**src/rtl/mem_access_unit_pkg.sv**
```systemverilog
`default_nettype none
// ============================================================================
//  Module   : mem_access_unit_pkg
//  Purpose  : Shared types and constants for the MEM-stage access unit:
//             RISC-V load/store funct3 encodings (including ld/sd), the
//             access FSM state type, access-size codes and a base byte-mask
//             helper.
//  Revision : 1.0 - initial release
// ============================================================================
package mem_access_unit_pkg;

    // Load funct3 encodings; ld/lwu are only meaningful on a 64-bit bus.
    typedef enum logic [2:0] {
        LB  = 3'b000,
        LH  = 3'b001,
        LW  = 3'b010,
        LD  = 3'b011,
        LBU = 3'b100,
        LHU = 3'b101,
        LWU = 3'b110
    } load_funct3_t;

    // Store funct3 encodings; sd only on a 64-bit bus.
    typedef enum logic [2:0] {
        SB = 3'b000,
        SH = 3'b001,
        SW = 3'b010,
        SD = 3'b011
    } store_funct3_t;

    // Access FSM states.
    typedef enum logic [1:0] {
        IDLE   = 2'd0,
        ACCESS = 2'd1,
        HOLD   = 2'd2
    } mem_acc_state_t;

    // funct3[1:0] encodes the access size, funct3[2] marks unsigned loads.
    localparam logic [1:0] c_SIZE_B = 2'd0;
    localparam logic [1:0] c_SIZE_H = 2'd1;
    localparam logic [1:0] c_SIZE_W = 2'd2;
    localparam logic [1:0] c_SIZE_D = 2'd3;
    localparam int         c_F3_UNSIGNED_BIT = 2;

    // Byte mask of an access of the given size placed at lane 0.
    function automatic logic [7:0] f_base_mask(input logic [1:0] size);
        case (size)
            c_SIZE_B: return 8'h01;
            c_SIZE_H: return 8'h03;
            c_SIZE_W: return 8'h0F;
            default:  return 8'hFF;
        endcase
    endfunction

endpackage : mem_access_unit_pkg
`default_nettype wire

```
**src/rtl/mem_access_unit_if.sv**
```systemverilog
`default_nettype none
// ============================================================================
//  Module   : mem_access_unit_if
//  Purpose  : Bundles the EX/MEM request, pipeline control and data-memory
//             port signals of the MEM-stage access unit.
//  Ports    : slave  - used by mem_access_unit (consumes requests/responses,
//                      drives dmem strobes and pipeline status)
//             master - used by the pipeline/memory side
//  Revision : 1.0 - initial release
// ============================================================================
interface mem_access_unit_if #(
    parameter int DATA_W = 32,
    parameter int ADDR_W = 32
);
    localparam int NB = DATA_W / 8;

    // EX/MEM request
    logic              req_valid;
    logic              req_load;
    logic              req_store;
    logic [2:0]        req_funct3;
    logic [ADDR_W-1:0] req_addr;
    logic [DATA_W-1:0] req_wdata;
    logic              advance;

    // Data-memory port
    logic [ADDR_W-1:0] dmem_address;
    logic              dmem_read;
    logic              dmem_write;
    logic [NB-1:0]     dmem_byte_enable;
    logic [DATA_W-1:0] dmem_wdata;
    logic [DATA_W-1:0] dmem_rdata;
    logic              dmem_resp;

    // Pipeline status / result
    logic              stall;
    logic              done;
    logic [DATA_W-1:0] load_data;
    logic [NB-1:0]     rmask;
    logic [NB-1:0]     wmask;
    logic              misaligned;

    modport slave (
        input  req_valid, req_load, req_store, req_funct3, req_addr, req_wdata,
        input  advance, dmem_rdata, dmem_resp,
        output dmem_address, dmem_read, dmem_write, dmem_byte_enable, dmem_wdata,
        output stall, done, load_data, rmask, wmask, misaligned
    );

    modport master (
        output req_valid, req_load, req_store, req_funct3, req_addr, req_wdata,
        output advance, dmem_rdata, dmem_resp,
        input  dmem_address, dmem_read, dmem_write, dmem_byte_enable, dmem_wdata,
        input  stall, done, load_data, rmask, wmask, misaligned
    );

endinterface : mem_access_unit_if
`default_nettype wire

```
**src/rtl/mem_access_unit_align.sv**
```systemverilog
`default_nettype none
// ============================================================================
//  Module   : mem_align
//  Purpose  : Combinational lane logic for a single access: byte-mask
//             generation, misalignment detection, store lane shift and
//             load extraction with sign/zero extension.
//  Ports    : i_funct3     - access width/sign code
//             i_ofs        - byte offset within the bus word
//             i_wdata      - right-justified store data
//             i_rdata      - bus read data
//             o_mask       - byte mask of the access on the bus
//             o_misaligned - access does not fit its natural alignment
//             o_wdata      - store data shifted onto its lanes
//             o_load_data  - extracted, extended load value
//  Revision : 1.0 - initial release
// ============================================================================
module mem_align
    import mem_access_unit_pkg::*;
#(
    parameter  int DATA_W = 32,
    localparam int NB     = DATA_W / 8,
    localparam int OFS_W  = $clog2(NB)
) (
    input  wire logic [2:0]        i_funct3,
    input  wire logic [OFS_W-1:0]  i_ofs,
    input  wire logic [DATA_W-1:0] i_wdata,
    input  wire logic [DATA_W-1:0] i_rdata,
    output logic      [NB-1:0]     o_mask,
    output logic                   o_misaligned,
    output logic      [DATA_W-1:0] o_wdata,
    output logic      [DATA_W-1:0] o_load_data
);

    logic [1:0]        w_size;
    logic              w_unsigned;
    logic [15:0]       w_mask_wide;
    logic [OFS_W+2:0]  w_shamt;
    logic [DATA_W-1:0] w_field;
    logic signed [7:0]  w_b;
    logic signed [15:0] w_h;
    logic signed [31:0] w_w;

    assign w_size     = i_funct3[1:0];
    assign w_unsigned = i_funct3[c_F3_UNSIGNED_BIT];
    assign w_shamt    = {i_ofs, 3'b000};

    // Shift in a wide vector so masks straddling the top lane are simply cut off.
    assign w_mask_wide = {8'h00, f_base_mask(w_size)} << i_ofs;
    assign o_mask      = w_mask_wide[NB-1:0];

    always_comb begin
        o_misaligned = 1'b0;
        case (w_size)
            c_SIZE_B: o_misaligned = 1'b0;
            c_SIZE_H: o_misaligned = i_ofs[0];
            c_SIZE_W: o_misaligned = |i_ofs[1:0];
            // A doubleword never fits a 32-bit bus, so it is always rejected there.
            default:  o_misaligned = (DATA_W == 64) ? (|i_ofs) : 1'b1;
        endcase
    end

    assign o_wdata = i_wdata << w_shamt;

    assign w_field = i_rdata >> w_shamt;
    assign w_b     = w_field[7:0];
    assign w_h     = w_field[15:0];
    assign w_w     = w_field[31:0];

    // Size casts of the signed views sign-extend; of the raw slices zero-extend.
    always_comb begin
        o_load_data = w_field;
        case (w_size)
            c_SIZE_B: o_load_data = w_unsigned ? DATA_W'(w_field[7:0])  : DATA_W'(w_b);
            c_SIZE_H: o_load_data = w_unsigned ? DATA_W'(w_field[15:0]) : DATA_W'(w_h);
            c_SIZE_W: o_load_data = w_unsigned ? DATA_W'(w_field[31:0]) : DATA_W'(w_w);
            default:  o_load_data = w_field;
        endcase
    end

endmodule : mem_align
`default_nettype wire

```
**src/rtl/mem_access_unit.sv**
```systemverilog
`default_nettype none
// ============================================================================
//  Module   : mem_access_unit
//  Purpose  : MEM-stage data-memory access unit. Captures a load/store from
//             EX/MEM, issues it to the data cache with a request/response
//             handshake while stalling the pipeline, suppresses misaligned
//             accesses, and holds the aligned/extended load result until the
//             pipeline advances.
//  Ports    : clk - clock
//             rst - asynchronous active-high reset
//             bus - mem_access_unit_if.slave (request, pipeline control,
//                   dmem port, status and result)
//  Revision : 1.0 - initial release
// ============================================================================
module mem_access_unit
    import mem_access_unit_pkg::*;
#(
    parameter  int DATA_W = 32,
    parameter  int ADDR_W = 32,
    localparam int NB     = DATA_W / 8,
    localparam int OFS_W  = $clog2(NB)
) (
    input  wire logic        clk,
    input  wire logic        rst,
    mem_access_unit_if.slave bus
);

    mem_acc_state_t    r_state;
    mem_acc_state_t    w_next_state;

    // Request captured on entry so ACCESS/HOLD are immune to EX/MEM changes.
    logic [2:0]        r_funct3;
    logic [ADDR_W-1:0] r_addr;
    logic [DATA_W-1:0] r_wdata;
    logic              r_is_load;
    logic              r_is_store;
    logic              r_misaligned;
    logic [DATA_W-1:0] r_load_data;

    logic              w_mem_req;
    logic              w_in_idle;
    logic [2:0]        w_al_funct3;
    logic [OFS_W-1:0]  w_al_ofs;
    logic [DATA_W-1:0] w_al_wdata;
    logic [NB-1:0]     w_al_mask;
    logic              w_al_misaligned;
    logic [DATA_W-1:0] w_al_wdata_lane;
    logic [DATA_W-1:0] w_al_load_data;

    assign w_mem_req = bus.req_valid & (bus.req_load | bus.req_store);
    assign w_in_idle = (r_state == IDLE);

    // The lane logic looks at the live request while deciding in IDLE and at
    // the captured copy for the rest of the access, so one instance serves both.
    assign w_al_funct3 = w_in_idle ? bus.req_funct3            : r_funct3;
    assign w_al_ofs    = w_in_idle ? bus.req_addr[OFS_W-1:0]   : r_addr[OFS_W-1:0];
    assign w_al_wdata  = w_in_idle ? bus.req_wdata             : r_wdata;

    mem_align #(
        .DATA_W (DATA_W)
    ) u_align (
        .i_funct3     (w_al_funct3),
        .i_ofs        (w_al_ofs),
        .i_wdata      (w_al_wdata),
        .i_rdata      (bus.dmem_rdata),
        .o_mask       (w_al_mask),
        .o_misaligned (w_al_misaligned),
        .o_wdata      (w_al_wdata_lane),
        .o_load_data  (w_al_load_data)
    );

    // ------------------------------------------------------------------------
    // FSM: state register
    // ------------------------------------------------------------------------
    always_ff @(posedge clk or posedge rst) begin
        if (rst) begin
            r_state <= IDLE;
        end else begin
            r_state <= w_next_state;
        end
    end

    // ------------------------------------------------------------------------
    // FSM: next-state logic
    // ------------------------------------------------------------------------
    always_comb begin
        w_next_state = r_state;
        case (r_state)
            IDLE: begin
                if (w_mem_req) begin
                    w_next_state = w_al_misaligned ? HOLD : ACCESS;
                end
            end
            ACCESS: begin
                // advance is deliberately not looked at: the pipeline is stalled.
                if (bus.dmem_resp) begin
                    w_next_state = HOLD;
                end
            end
            HOLD: begin
                if (bus.advance) begin
                    w_next_state = IDLE;
                end
            end
            default: w_next_state = IDLE;
        endcase
    end

    // ------------------------------------------------------------------------
    // FSM: outputs
    // ------------------------------------------------------------------------
    always_comb begin
        bus.stall            = 1'b0;
        bus.done             = 1'b0;
        bus.dmem_read        = 1'b0;
        bus.dmem_write       = 1'b0;
        bus.dmem_address     = '0;
        bus.dmem_byte_enable = '0;
        bus.dmem_wdata       = '0;
        bus.rmask            = '0;
        bus.wmask            = '0;
        bus.misaligned       = 1'b0;
        case (r_state)
            IDLE: begin
                bus.stall = w_mem_req;
                // Non-memory instructions complete in MEM without a memory cycle.
                bus.done  = bus.req_valid & ~(bus.req_load | bus.req_store);
            end
            ACCESS: begin
                bus.stall            = 1'b1;
                bus.dmem_read        = r_is_load;
                bus.dmem_write       = r_is_store;
                bus.dmem_address     = {r_addr[ADDR_W-1:OFS_W], {OFS_W{1'b0}}};
                bus.dmem_byte_enable = r_is_store ? w_al_mask : '0;
                bus.dmem_wdata       = r_is_store ? w_al_wdata_lane : '0;
                bus.rmask            = r_is_load  ? w_al_mask : '0;
                bus.wmask            = r_is_store ? w_al_mask : '0;
            end
            HOLD: begin
                bus.done       = 1'b1;
                bus.misaligned = r_misaligned;
                // A suppressed access touched no bytes.
                bus.rmask      = (r_is_load  & ~r_misaligned) ? w_al_mask : '0;
                bus.wmask      = (r_is_store & ~r_misaligned) ? w_al_mask : '0;
            end
            default: ;
        endcase
    end

    // ------------------------------------------------------------------------
    // Request capture
    // ------------------------------------------------------------------------
    always_ff @(posedge clk or posedge rst) begin
        if (rst) begin
            r_funct3     <= '0;
            r_addr       <= '0;
            r_wdata      <= '0;
            r_is_load    <= 1'b0;
            r_is_store   <= 1'b0;
            r_misaligned <= 1'b0;
        end else if (w_in_idle && w_mem_req) begin
            r_funct3     <= bus.req_funct3;
            r_addr       <= bus.req_addr;
            r_wdata      <= bus.req_wdata;
            // A malformed load+store entry is treated as a load.
            r_is_load    <= bus.req_load;
            r_is_store   <= bus.req_store & ~bus.req_load;
            r_misaligned <= w_al_misaligned;
        end else if ((r_state == HOLD) && bus.advance) begin
            r_misaligned <= 1'b0;
        end
    end

    // ------------------------------------------------------------------------
    // Load result: updated only by a completing load, held otherwise
    // ------------------------------------------------------------------------
    always_ff @(posedge clk or posedge rst) begin
        if (rst) begin
            r_load_data <= '0;
        end else if ((r_state == ACCESS) && bus.dmem_resp && r_is_load) begin
            r_load_data <= w_al_load_data;
        end
    end

    assign bus.load_data = r_load_data;

endmodule : mem_access_unit
`default_nettype wire

```
**src/flat_wrapper.sv**
```systemverilog
// flat-port wrapper written by rule: the top's interface ports become plain ports
module mem_access_unit_flat import mem_access_unit_pkg::*;
#(
    parameter  int DATA_W = 32,
    parameter  int ADDR_W = 32,
    localparam int NB     = DATA_W / 8,
    localparam int OFS_W  = $clog2(NB)
)
  (clk, rst, bus_req_valid, bus_req_load, bus_req_store, bus_req_funct3, bus_req_addr, bus_req_wdata, bus_advance, bus_dmem_rdata, bus_dmem_resp, bus_dmem_address, bus_dmem_read, bus_dmem_write, bus_dmem_byte_enable, bus_dmem_wdata, bus_stall, bus_done, bus_load_data, bus_rmask, bus_wmask, bus_misaligned);
  mem_access_unit_if #(.DATA_W(DATA_W), .ADDR_W(ADDR_W)) bus_i ();
  input  wire logic clk;
  input  wire logic rst;
  input wire logic [$bits(bus_i.req_valid)-1:0] bus_req_valid;
  input wire logic [$bits(bus_i.req_load)-1:0] bus_req_load;
  input wire logic [$bits(bus_i.req_store)-1:0] bus_req_store;
  input wire logic [$bits(bus_i.req_funct3)-1:0] bus_req_funct3;
  input wire logic [$bits(bus_i.req_addr)-1:0] bus_req_addr;
  input wire logic [$bits(bus_i.req_wdata)-1:0] bus_req_wdata;
  input wire logic [$bits(bus_i.advance)-1:0] bus_advance;
  input wire logic [$bits(bus_i.dmem_rdata)-1:0] bus_dmem_rdata;
  input wire logic [$bits(bus_i.dmem_resp)-1:0] bus_dmem_resp;
  output wire logic [$bits(bus_i.dmem_address)-1:0] bus_dmem_address;
  output wire logic [$bits(bus_i.dmem_read)-1:0] bus_dmem_read;
  output wire logic [$bits(bus_i.dmem_write)-1:0] bus_dmem_write;
  output wire logic [$bits(bus_i.dmem_byte_enable)-1:0] bus_dmem_byte_enable;
  output wire logic [$bits(bus_i.dmem_wdata)-1:0] bus_dmem_wdata;
  output wire logic [$bits(bus_i.stall)-1:0] bus_stall;
  output wire logic [$bits(bus_i.done)-1:0] bus_done;
  output wire logic [$bits(bus_i.load_data)-1:0] bus_load_data;
  output wire logic [$bits(bus_i.rmask)-1:0] bus_rmask;
  output wire logic [$bits(bus_i.wmask)-1:0] bus_wmask;
  output wire logic [$bits(bus_i.misaligned)-1:0] bus_misaligned;
  assign bus_i.req_valid = bus_req_valid;
  assign bus_i.req_load = bus_req_load;
  assign bus_i.req_store = bus_req_store;
  assign bus_i.req_funct3 = bus_req_funct3;
  assign bus_i.req_addr = bus_req_addr;
  assign bus_i.req_wdata = bus_req_wdata;
  assign bus_i.advance = bus_advance;
  assign bus_i.dmem_rdata = bus_dmem_rdata;
  assign bus_i.dmem_resp = bus_dmem_resp;
  assign bus_dmem_address = bus_i.dmem_address;
  assign bus_dmem_read = bus_i.dmem_read;
  assign bus_dmem_write = bus_i.dmem_write;
  assign bus_dmem_byte_enable = bus_i.dmem_byte_enable;
  assign bus_dmem_wdata = bus_i.dmem_wdata;
  assign bus_stall = bus_i.stall;
  assign bus_done = bus_i.done;
  assign bus_load_data = bus_i.load_data;
  assign bus_rmask = bus_i.rmask;
  assign bus_wmask = bus_i.wmask;
  assign bus_misaligned = bus_i.misaligned;
  mem_access_unit #(.DATA_W(DATA_W), .ADDR_W(ADDR_W)) u_core (.clk(clk), .rst(rst), .bus(bus_i));
endmodule
```
**config.mk**
```make
export PLATFORM = sky130hd
export DESIGN_NAME = mem_access_unit_flat
export DESIGN_NICKNAME = d
export VERILOG_FILES = /design/src/rtl/mem_access_unit_pkg.sv /design/src/rtl/mem_access_unit_if.sv /design/src/rtl/mem_access_unit_align.sv /design/src/rtl/mem_access_unit.sv /design/src/flat_wrapper.sv
export SDC_FILE = /design/constraint.sdc
export NUM_CORES = 1
export LEC_CHECK = 0
export CORE_MARGIN = 5
export CORE_UTILIZATION = 35
export DETAILED_ROUTE_END_ITERATION = 12
export MAX_ROUTING_LAYER = met4
export PLACE_DENSITY = 0.65
export SLEW_MARGIN = 30
export SYNTH_ARGS = -nofsm -noshare
export SYNTH_HDL_FRONTEND = slang
export SYNTH_SLANG_ARGS = --single-unit
```
**constraint.sdc**
```tcl
create_clock -name clk -period 4 [get_ports clk]
set_clock_uncertainty 0.1 [all_clocks]
set_input_delay 0.8 -clock clk [delete_from_list [all_inputs] [get_ports clk]]
set_output_delay 0.8 -clock clk [all_outputs]
set_load 0.005 [all_outputs]
```
==> impl_metrics.py <==
metrics = {
    "die": {
        "initial_utilization": 0.3525,
        "die-area_mm2": 0.01996,
        "row_count": 48,
        "pin_count": 219,
        "die_w_um": 141.3,
        "fp.coreArea_mm2": 0.01712,
        "die_y_um": 141.3,
    },
    "yosys": {
        "synth_area_mm2": 0.006033,
        "synth-seq-area-share": 0.4314,
        "ys.flop_type": "dfrtp_1",
        "yosysUniqueCellTypes": 48,
        "synth_cells": 612,
        "ys_seq_elements": 104,
        "avgSynthCellArea_um2": 9.858,
        "async_reset_ff_frac": 1.000,
        "synth_enable_flop_cells": 0,
        "yosys_warnings": 0,
    },
    "cells_and_area": {
        "final_nets": 923,
        "layout_common_cells": "clkdlybuf4s50_1 (216), dfrtp_1 (104), mux2_2 (73)",
        "layout.cells.non_filler": 1048,
        "fin_util": 0.5125,
        "drive_gt1_frac": 0.1514,
        "syn_to_final_growth_pct": 45.40,
        "layout_commonest_cell": "clkdlybuf4s50_1",
    },
    "global_routing": {
        "track_usage": 0.1950,
        "antenna_found_initial": 4,
        "first_global_vias": 5469,
        "grt_max_degree": 72,
        "grt_overflow": 0,
        "grt_pass1_wl_um": 30000,
    },
    "route": {
        "drt-met1-wl_um": 7992,
        "highest_layer": "met4",
        "routed_via_density": 5.047,
        "wl_met2_um": 9271,
        "drtIter0Drc": 267,
        "wl_um": 19020,
        "first_pass_iters": 4,
        "post-route-drc-count": 0,
        "postRouteAntennaNets": 0,
        "dr_total_vias": 5289,
        "dr_wl_met3_um": 1294,
        "wl_per_cell_um": 18.15,
    },
    "outcome": {
        "status": "finished clean",
    },
    "placed_design": {
        "place_congestion": 0.9589,
        "dp.cells": 1028,
        "dpl.hpwl_um": 14740,
        "portBuffers": 216,
        "pre_cts_ws_ns": 0.2241,
    },
    "timing": {
        "setup_ws_ns": 0.1564,
        "setup_tns_ns": 0,
        "finalSetupViolCount": 0,
        "hold_viol_final": 0,
        "finalCritPeriodShare": 0.9609,
        "rsz0062_at_grt": "yes",
        "drv_slew": 0,
        "fin_hold_ws_ns": 0.3816,
        "relSlewSlack": 0.3803,
        "fmax_mhz": 260.2,
        "period_minus_slack_ns": 3.844,
        "worst_slew_pin_slew_ns": 0.9296,
    },
    "clock_tree": {
        "clkSinkCount": 104,
        "clock_latency_ns": 0.36,
        "ctsRootBufferMaster": "clkbuf_16",
        "cts.path.max_buffers": 2,
        "cts_tree": "yes",
        "numCtsBuffers": 9,
        "holdBufCountCts": 0,
        "path_clk_slew_ns": 0.07,
        "htreeDepth": 3,
    },
    "power": {
        "leakage_nw": 3.622,
        "power.density_mw_per_mm2": 681.9,
        "power_frac_comb": 0.523,
        "p_seq_frac": 0.317,
        "p_int_mw": 3.749,
        "clkPwrFrac": 0.159,
        "vdd_drop_max_v": 0.0003180,
        "p_switching_mw": 2.233,
        "p_sw_frac": 0.3733,
    },
    "critical_path": {
        "critPathCaptureType": "output pin",
        "crit_path_cell_trace": "inv_1 > ha_2 > buf_4 > mux2i_2 > nand2_1 > o22a_1 > nor2_1 > clkdlybuf4s50_1",
        "startpoint_type": "flip-flop",
        "cp.required_ns": 3.10,
        "critical-path-max-stage-delay_ns": 0.52,
        "worstPathArrival_ns": 2.94,
        "crit_type": "reg2out",
        "crit_family": "buffers and inverters",
        "crit_path_top_delay_cell": "clkdlybuf4s50_1",
        "critPathMaxFanout": 16,
        "critPathBufInv": 3,
    },
    "flow_run": {
        "maxCapViolCount": 0,
    },
    "worst_hold_path": {
        "hold_class": "reg2reg",
    },
}
layout make-up:
cell class | count | area [um^2]
Clock buffer | 9 | 225.2
Inverter | 10 | 40.04
Antenna cell | 4 | 10.01
Tap cell | 225 | 281.5
Multi-Input combinational cell | 455 | 3196
Clock inverter | 7 | 95.09
Fill cell | 1548 | 8344
Timing Repair Buffer | 234 | 2322
Sequential cell | 104 | 2603
tightest hold or removal path, cell delays in order (launching register included):
cell     delay (ns)
dfrtp_1        0.35
nand2_1        0.05
nand2_1        0.05
flip-flops by register name, summed over array words and instances, names as in the netlist:
| signal | flops |
|---|---|
| u_core.r_is_load | 1 |
| u_core.r_is_store | 1 |
| u_core.bus.load_data | 32 |
| u_core.r_addr | 32 |
| u_core.r_misaligned | 1 |
| u_core.r_funct3 | 3 |
| u_core.r_state | 2 |
| u_core.r_wdata | 32 |
cell usage after synthesis, types with 2 or more instances:
master | n | area (um^2)
clkbuf_1 | 17 | 63.81
a21oi_1 | 39 | 195.2
o2bb2ai_1 | 7 | 61.31
o21ai_0 | 7 | 35.03
o22ai_1 | 2 | 12.51
dfrtp_1 | 104 | 2603
nor2_1 | 70 | 262.8
a211oi_1 | 16 | 120.1
buf_2 | 20 | 100.1
mux2i_1 | 41 | 410.4
o22a_1 | 16 | 140.1
nand2_1 | 65 | 244.0
a32oi_1 | 3 | 26.28
and2_1 | 34 | 212.7
a32o_1 | 4 | 40.04
a21oi_2 | 3 | 26.28
nor2b_1 | 26 | 162.7
inv_1 | 10 | 37.54
nand2b_1 | 4 | 25.02
ha_1 | 3 | 37.54
buf_4 | 5 | 37.54
nand3_1 | 16 | 80.08
nor3_1 | 2 | 10.01
mux2_2 | 73 | 822.0
o21a_1 | 2 | 15.01
power by group through the flow:
stage | registers (mW) | logic (mW) | clock network, mW
5_1_grt | 1.97 | 3.41 | 1.03
4_1_cts | 1.90 | 3.15 | 0.987
3_3_place_gp | 1.89 | 3.09 | 0
3_5_place_dp | 1.91 | 3.14 | 0
6_report | 1.90 | 3.13 | 0.952
2_1_floorplan | 1.82 | 1.96 | 0
routing by layer:
| layer | GRT usage | up-vias |
|---|---|---|
| met1 | 0.2490 | 2542 |
| met4 | 0.06476 | 0 |
| met3 | 0.05258 | 27 |
| li1 | - | 2544 |
| met2 | 0.3020 | 176 |
| met5 | - | - |
through the flow:
step           total power, mW  cell area, um^2
5_1_grt                  6.407             8772
4_1_cts                  6.034             8762
3_3_place_gp             4.977             8442
3_5_place_dp             5.048             8442
2_1_floorplan            3.776             6037
6_report                 5.982             8772
worst paths after layout:
kind / from / to / slack, ns / depth (start not counted)
worst max-delay path: u_core.r_state[0]$_DFFE_PP0P_ / bus_dmem_wdata[22] / 0.16 / 8
worst min-delay path: u_core.bus.load_data[1]$_DFFE_PP0P_ / u_core.bus.load_data[1]$_DFFE_PP0P_ / 0.38 / 2
worst max register to register: u_core.r_state[0]$_DFFE_PP0P_ / u_core.bus.load_data[18]$_DFFE_PP0P_ / 1.17 / 8
worst min register to register: u_core.bus.load_data[1]$_DFFE_PP0P_ / u_core.bus.load_data[1]$_DFFE_PP0P_ / 0.38 / 2
max in group asynchronous: rst / u_core.r_addr[27]$_DFFE_PP0P_ / 2.33 / 3
min in group asynchronous: rst / u_core.bus.load_data[21]$_DFFE_PP0P_ / 0.72 / 2
cell families (layout without fill, tap and decap cells):
family	count (synthesis)	after routing	share of synthesized area
AO/OA/AOI/OAI	112	112	0.1352
adder cells (fa/ha/maj)	3	3	0.006222
buffers and inverters	54	260	0.04210
flip-flops	104	104	0.4314
multiplexers	117	117	0.2128
other	1	6	0.0006216
AND/OR/NAND/NOR	221	221	0.1717
timing repair:
| action | CTS | global route |
|---|---|---|
| setup endpoints to repair | 0 | 5 |
| setup buffers | 0 | 0 |
| endpoints found under the hold margin | 0 | 0 |
| gates resized for setup | 0 | 0 |
No activity file was read; power rests on OpenSTA's default activity.
